<file path="config.mk">
export PLATFORM = sky130hd
export DESIGN_NAME = mem_port_arbiter
export DESIGN_NICKNAME = d
export VERILOG_FILES = /design/src/rtl/mem_port_arbiter.sv
export SDC_FILE = /design/constraint.sdc
export NUM_CORES = 1
export LEC_CHECK = 0
export BUFFER_PORTS_ARGS = -buffer_cell sky130_fd_sc_hd__buf_2
export CAP_MARGIN = 10
export CORE_AREA = 5 5 138 140
export DETAILED_ROUTE_END_ITERATION = 10
export DIE_AREA = 0 0 143 145
export SLEW_MARGIN = 30
export SYNTH_ARGS = -nofsm -noshare
export SYNTH_HDL_FRONTEND = slang
export SYNTH_SLANG_ARGS = --single-unit
</file>
<file path="constraint.sdc">
create_clock -name clk_i -period 2.5 [get_ports clk_i]
set_clock_uncertainty 0.2 [all_clocks]
set_input_delay 0.5 -clock clk_i [delete_from_list [all_inputs] [get_ports clk_i]]
set_output_delay 0.5 -clock clk_i [all_outputs]
set_load 0.01 [all_outputs]
</file>
<file path="src/rtl/mem_port_arbiter.sv">
// Arbitrates a single-ported unified memory between the fetch and data ports with fixed-latency responses.
// Define ARB_PERF_CNT_EN to build the grant/conflict performance counters; otherwise the perf ports are tied to 0.
module mem_port_arbiter #(
  parameter int BITWIDTH     = 32,
  parameter int MEM_LATENCY  = 2,
  parameter int STARVE_LIMIT = 4
) (
  input  logic                clk_i,
  input  logic                rst_ni,
  input  logic                en_i,

  input  logic                if_req_i,
  input  logic [BITWIDTH-1:0] if_addr_i,
  output logic                if_gnt_o,
  output logic                if_rvalid_o,
  output logic [BITWIDTH-1:0] if_rdata_o,

  input  logic                dm_req_i,
  input  logic                dm_we_i,
  input  logic [BITWIDTH-1:0] dm_addr_i,
  input  logic [BITWIDTH-1:0] dm_wdata_i,
  output logic                dm_gnt_o,
  output logic                dm_rvalid_o,
  output logic [BITWIDTH-1:0] dm_rdata_o,

  output logic                mem_req_o,
  output logic                mem_we_o,
  output logic [BITWIDTH-1:0] mem_addr_o,
  output logic [BITWIDTH-1:0] mem_wdata_o,
  input  logic [BITWIDTH-1:0] mem_rdata_i,

  output logic                stall_f_o,
  output logic [31:0]         perf_if_cnt_o,
  output logic [31:0]         perf_dm_cnt_o,
  output logic [31:0]         perf_conflict_cnt_o
);

  // state   | meaning
  // IDLE    | no access in flight, arbitrate every cycle
  // BUSY    | access in flight; lat_cnt counts down to the response cycle (lat_cnt == 1)
  localparam logic [0:0] ST_IDLE = 1'b0;
  localparam logic [0:0] ST_BUSY = 1'b1;

  localparam logic OWN_IF = 1'b0;
  localparam logic OWN_DM = 1'b1;

  localparam logic [2:0] LAT_INIT   = 3'(MEM_LATENCY);
  localparam logic [3:0] STARVE_MAX = 4'(STARVE_LIMIT);

  logic [0:0] state_q, state_d;
  logic [2:0] lat_cnt_q, lat_cnt_d;
  logic       owner_q, owner_d;
  logic       wr_q, wr_d;
  logic [3:0] starve_q, starve_d;

  logic resp_cycle;
  logic arb;
  logic fetch_wins;
  logic if_win;
  logic dm_win;

  assign resp_cycle = (state_q == ST_BUSY) && (lat_cnt_q == 3'd1);
  assign arb        = (state_q == ST_IDLE) || resp_cycle;

  // Data has priority unless fetch has lost STARVE_LIMIT arbitrations in a row.
  assign fetch_wins = if_req_i && (!dm_req_i || (starve_q == STARVE_MAX));
  assign if_win     = rst_ni && en_i && arb && fetch_wins;
  assign dm_win     = rst_ni && en_i && arb && dm_req_i && !fetch_wins;

  assign if_gnt_o    = if_win;
  assign dm_gnt_o    = dm_win;
  assign mem_req_o   = if_win || dm_win;
  assign mem_we_o    = dm_win && dm_we_i;
  assign mem_addr_o  = if_win ? if_addr_i : (dm_win ? dm_addr_i : '0);
  assign mem_wdata_o = dm_win ? dm_wdata_i : '0;

  assign if_rvalid_o = resp_cycle && (owner_q == OWN_IF);
  assign dm_rvalid_o = resp_cycle && (owner_q == OWN_DM);
  assign if_rdata_o  = if_rvalid_o ? mem_rdata_i : '0;
  assign dm_rdata_o  = (dm_rvalid_o && !wr_q) ? mem_rdata_i : '0;

  assign stall_f_o = if_req_i && !if_rvalid_o;

  always_comb begin
    state_d   = state_q;
    lat_cnt_d = lat_cnt_q;
    owner_d   = owner_q;
    wr_d      = wr_q;
    starve_d  = starve_q;

    if (state_q == ST_BUSY) begin
      if (lat_cnt_q == 3'd1) begin
        state_d   = ST_IDLE;
        lat_cnt_d = 3'd0;
      end else begin
        lat_cnt_d = lat_cnt_q - 3'd1;
      end
    end

    // A grant in the response cycle overrides the return to IDLE.
    if (if_win || dm_win) begin
      state_d   = ST_BUSY;
      lat_cnt_d = LAT_INIT;
      owner_d   = dm_win ? OWN_DM : OWN_IF;
      wr_d      = dm_win && dm_we_i;
    end

    if (if_win) begin
      starve_d = 4'd0;
    end else if (if_req_i && dm_win && (starve_q < STARVE_MAX)) begin
      starve_d = starve_q + 4'd1;
    end
  end

  always_ff @(posedge clk_i or negedge rst_ni) begin
    if (!rst_ni) begin
      state_q   <= ST_IDLE;
      lat_cnt_q <= 3'd0;
      owner_q   <= OWN_IF;
      wr_q      <= 1'b0;
      starve_q  <= 4'd0;
    end else begin
      state_q   <= state_d;
      lat_cnt_q <= lat_cnt_d;
      owner_q   <= owner_d;
      wr_q      <= wr_d;
      starve_q  <= starve_d;
    end
  end

`ifdef ARB_PERF_CNT_EN
  logic [31:0] perf_if_q, perf_if_d;
  logic [31:0] perf_dm_q, perf_dm_d;
  logic [31:0] perf_cf_q, perf_cf_d;
  logic        conflict;

  assign conflict  = if_req_i && dm_req_i && arb && en_i;
  assign perf_if_d = if_win   ? perf_if_q + 32'd1 : perf_if_q;
  assign perf_dm_d = dm_win   ? perf_dm_q + 32'd1 : perf_dm_q;
  assign perf_cf_d = conflict ? perf_cf_q + 32'd1 : perf_cf_q;

  always_ff @(posedge clk_i or negedge rst_ni) begin
    if (!rst_ni) begin
      perf_if_q <= 32'd0;
      perf_dm_q <= 32'd0;
      perf_cf_q <= 32'd0;
    end else begin
      perf_if_q <= perf_if_d;
      perf_dm_q <= perf_dm_d;
      perf_cf_q <= perf_cf_d;
    end
  end

  assign perf_if_cnt_o       = perf_if_q;
  assign perf_dm_cnt_o       = perf_dm_q;
  assign perf_conflict_cnt_o = perf_cf_q;
`else
  assign perf_if_cnt_o       = 32'd0;
  assign perf_dm_cnt_o       = 32'd0;
  assign perf_conflict_cnt_o = 32'd0;
`endif

endmodule

</file>
==> flow_metrics.py <==
metrics = {
    "setup_path": {
        "worst-r2r-setup-slack_ns": 0.57,
        "critPathMaxFanout": 8,
        "cp.required_ns": 1.80,
        "worst_r2r_path_cells": 9,
        "timing.rr.end": "owner_q",
        "worstReg2RegStart": "lat_cnt_q[1]",
        "setup.worst_path.start": "lat_cnt_q[1]",
        "critical_path.endpoint_type": "output pin",
        "worst_path_arrival_time_ns": 1.82,
        "timing.setup.critical_path_class": "flip-flop to output pin",
        "worstSetupStartpointType": "flip-flop",
        "critical_path_sink": "dm_rdata_o[5]",
    },
    "floorplanning": {
        "die-height_um": 145,
        "chipWidth_um": 143,
        "top_level_ports": 365,
        "floorplan.initialDensity_pct": 14.05,
        "die_area_um2": 20740,
        "core_area_um2": 17720,
        "placement_rows": 49,
    },
    "clock_network": {
        "clk_root_buffer_cell": "clkbuf_16",
        "ctsHtreeMaxLevel": 1,
        "clock_latency_ns": 0.23,
        "cts_made_buffers": 3,
        "clock_slew_at_the_register_clock_pins_of_the_worst_setup_and_hold_paths_ns": 0.04,
        "cts_tree": "done",
        "cts.path.max_buffers": 2,
        "cts.sinks": 10,
    },
    "timing": {
        "finalMaxSlewViolations": 0,
        "maxClockFrequency_mhz": 396.5,
        "whs_ns": 0.2712,
        "period_minus_slack_ns": 2.522,
        "postLayoutSetupSlackWorst_ns": -0.02192,
        "fin_setup_tns_ns": -0.2532,
        "timing.final.hold_violations": 0,
        "rsz_0062_raised_after_global_routing": "yes",
        "final_setup_viols": 24,
        "min_period_over_period_pct": 100.9,
    },
    "yosys": {
        "netlist-cell-type-count": 31,
        "synth.yosys.seq_area_share_pct": 10.06,
        "synth-main-ff-cell": "dfrtp_1",
        "postSynthRegisterBits": 10,
        "yosysWarnings": 0,
        "syn_area_um2": 2489,
        "edff_count_synth": 0,
        "syn-mean-instance-area_um2": 6.549,
        "cells_after_synthesis": 380,
        "synth-async-reset-ratio_pct": 100.0,
    },
    "place": {
        "detailed_place_hpwl_um": 8921,
        "numPlacedInstances": 860,
        "port_buffers": 268,
        "placement.cell_area_um2": 3810,
        "routabilityCongestion": 0.7997,
    },
    "detailed_routing": {
        "first_pass_iters": 4,
        "via_per_inst": 3.771,
        "wl_um": 12890,
        "drtAntennaViolNets": 0,
        "initialDrtViolationCount": 93,
        "detail_route.wl_per_cell_um": 14.55,
        "route.detailed.drc": 0,
        "dr_total_vias": 3341,
    },
    "outcome": {
        "run_status": "complete, but fails checks",
        "violations": "setup timing",
    },
    "final_layout": {
        "final_common_cell": "buf_2",
        "layout_common_cells": "buf_2 (208), conb_1 (96), buf_6 (62)",
        "layout.cells.non_filler": 886,
        "post-route-cell-area_um2": 4985,
        "syn_to_final_growth_pct": 100.3,
        "final_util_pct": 28.13,
        "area_of_combinational_cells_with_multiple_inputs_um2": 2058,
        "num_antenna_cells": 0,
        "layout-drive-gt1-share_pct": 59.36,
        "n_fill_cell": 1849,
        "register_area_um2": 250.2,
        "finish.net_count": 796,
    },
    "global_route": {
        "globalRouteOverflowTotal": 0,
        "grtUsageTotal_pct": 9.883,
        "grt_pass1_vias": 3201,
        "grt_max_degree": 45,
        "grt_antenna_before_repair": 0,
        "grt_first_pass_wirelength_um": 16660,
    },
    "run": {
        "cap_viol_max_count": 0,
    },
    "power_and_ir_drop": {
        "pwr_density_cell_nw_per_um2": 474.2,
        "peakVddDrop_mv": 0.2688,
        "leakage_uw": 0.002721,
    },
    "min_path": {
        "classification_of_the_worst_slack_hold_path": "flip-flop to flip-flop",
    },
}
==> through the flow <==
stage,setup WS (ns),total power [µW]
after floorplan,0.2331,1080
after global placement,0.03380,1437
after detailed placement,-0.03631,1455
after CTS,-0.08886,2146
after global routing,-0.1191,2541
final,-0.02192,2364
==> worst max-delay path, stage by stage (launching register included) <==
cell and delay (ns):
dfrtp_1 0.39, inv_2 0.08, ha_4 0.16, nand2_4 0.06, nor3b_4 0.22, and2b_4 0.26, clkbuf_16 0.18, and2_1 0.11
buf_2 0.12
==> cells in the mapped netlist (4+ instances only) <==
library cell | number | area [µm²]
buf_2 | 13 | 65.06
clkbuf_1 | 12 | 45.04
nor2_1 | 4 | 15.01
ha_1 | 4 | 50.05
and2_1 | 65 | 406.6
and3_1 | 34 | 212.7
dfrtp_1 | 10 | 250.2
nand3_1 | 32 | 160.2
inv_1 | 7 | 26.28
o21ai_0 | 34 | 170.2
nand2_1 | 40 | 150.1
buf_4 | 98 | 735.7
==> timing repair <==
| item | in CTS | in global routing |
|---|---|---|
| hold endpoints to repair | 10 | 0 |
| gates cloned | 7 | 5 |
| hold buffers | 1 | 0 |
| endpoints found under the setup margin | 100 | 107 |
| resized for setup | 72 | 124 |
| buffers inserted | 10 | 2 |
| pin swaps | 8 | 59 |
==> report_power, final <==
group	leakage (µW)	internal, µW	switching, µW
logic	0.00256	878	860
registers	0.000121	229	89.2
clock network	0.0000442	240	68.1
==> layer usage <==
layer	global-route usage [%]	up-vias	wire length, µm
li1	-	1603	-
met2	20.91	222	7326
met5	0	-	0
met1	9.928	1510	4253
met3	0.9872	6	1186
met4	2.281	0	126
==> area by class of cell <==
cell class	count	share of cell area, %
Multi-Input combinational cell	334	41.29
Inverter	7	0.5271
Sequential cell	10	5.020
Timing Repair Buffer	302	45.63
Tap cell	229	5.748
Clock buffer	4	1.782
==> sequential cells by signal, summed over array words and instances, names as in the netlist <==
name / cells
starve_q: 4
lat_cnt_q: 3
owner_q: 1
state_q: 1
wr_q: 1
==> logic make-up after synthesis <==
group / share of synthesized area [%]
flops: 10.06
buf+inv: 35.24
other cells: 0.1507
simple gates: 40.92
mux: 0.4525
compound gates: 11.16
fa+ha+maj: 2.011
==> worst min-delay path by stage <==
stage	start	end	slack (ns)	cells past startpoint
after floorplan	rst_ni	lat_cnt_q[0]	0.004	0
after global placement	rst_ni	wr_q	0.24	2
after detailed placement	rst_ni	wr_q	0.24	2
after CTS	wr_q	wr_q	0.28	1
after global routing	wr_q	wr_q	0.30	1
final	wr_q	wr_q	0.27	1
Note: power is estimated with default switching activity, not from simulation.
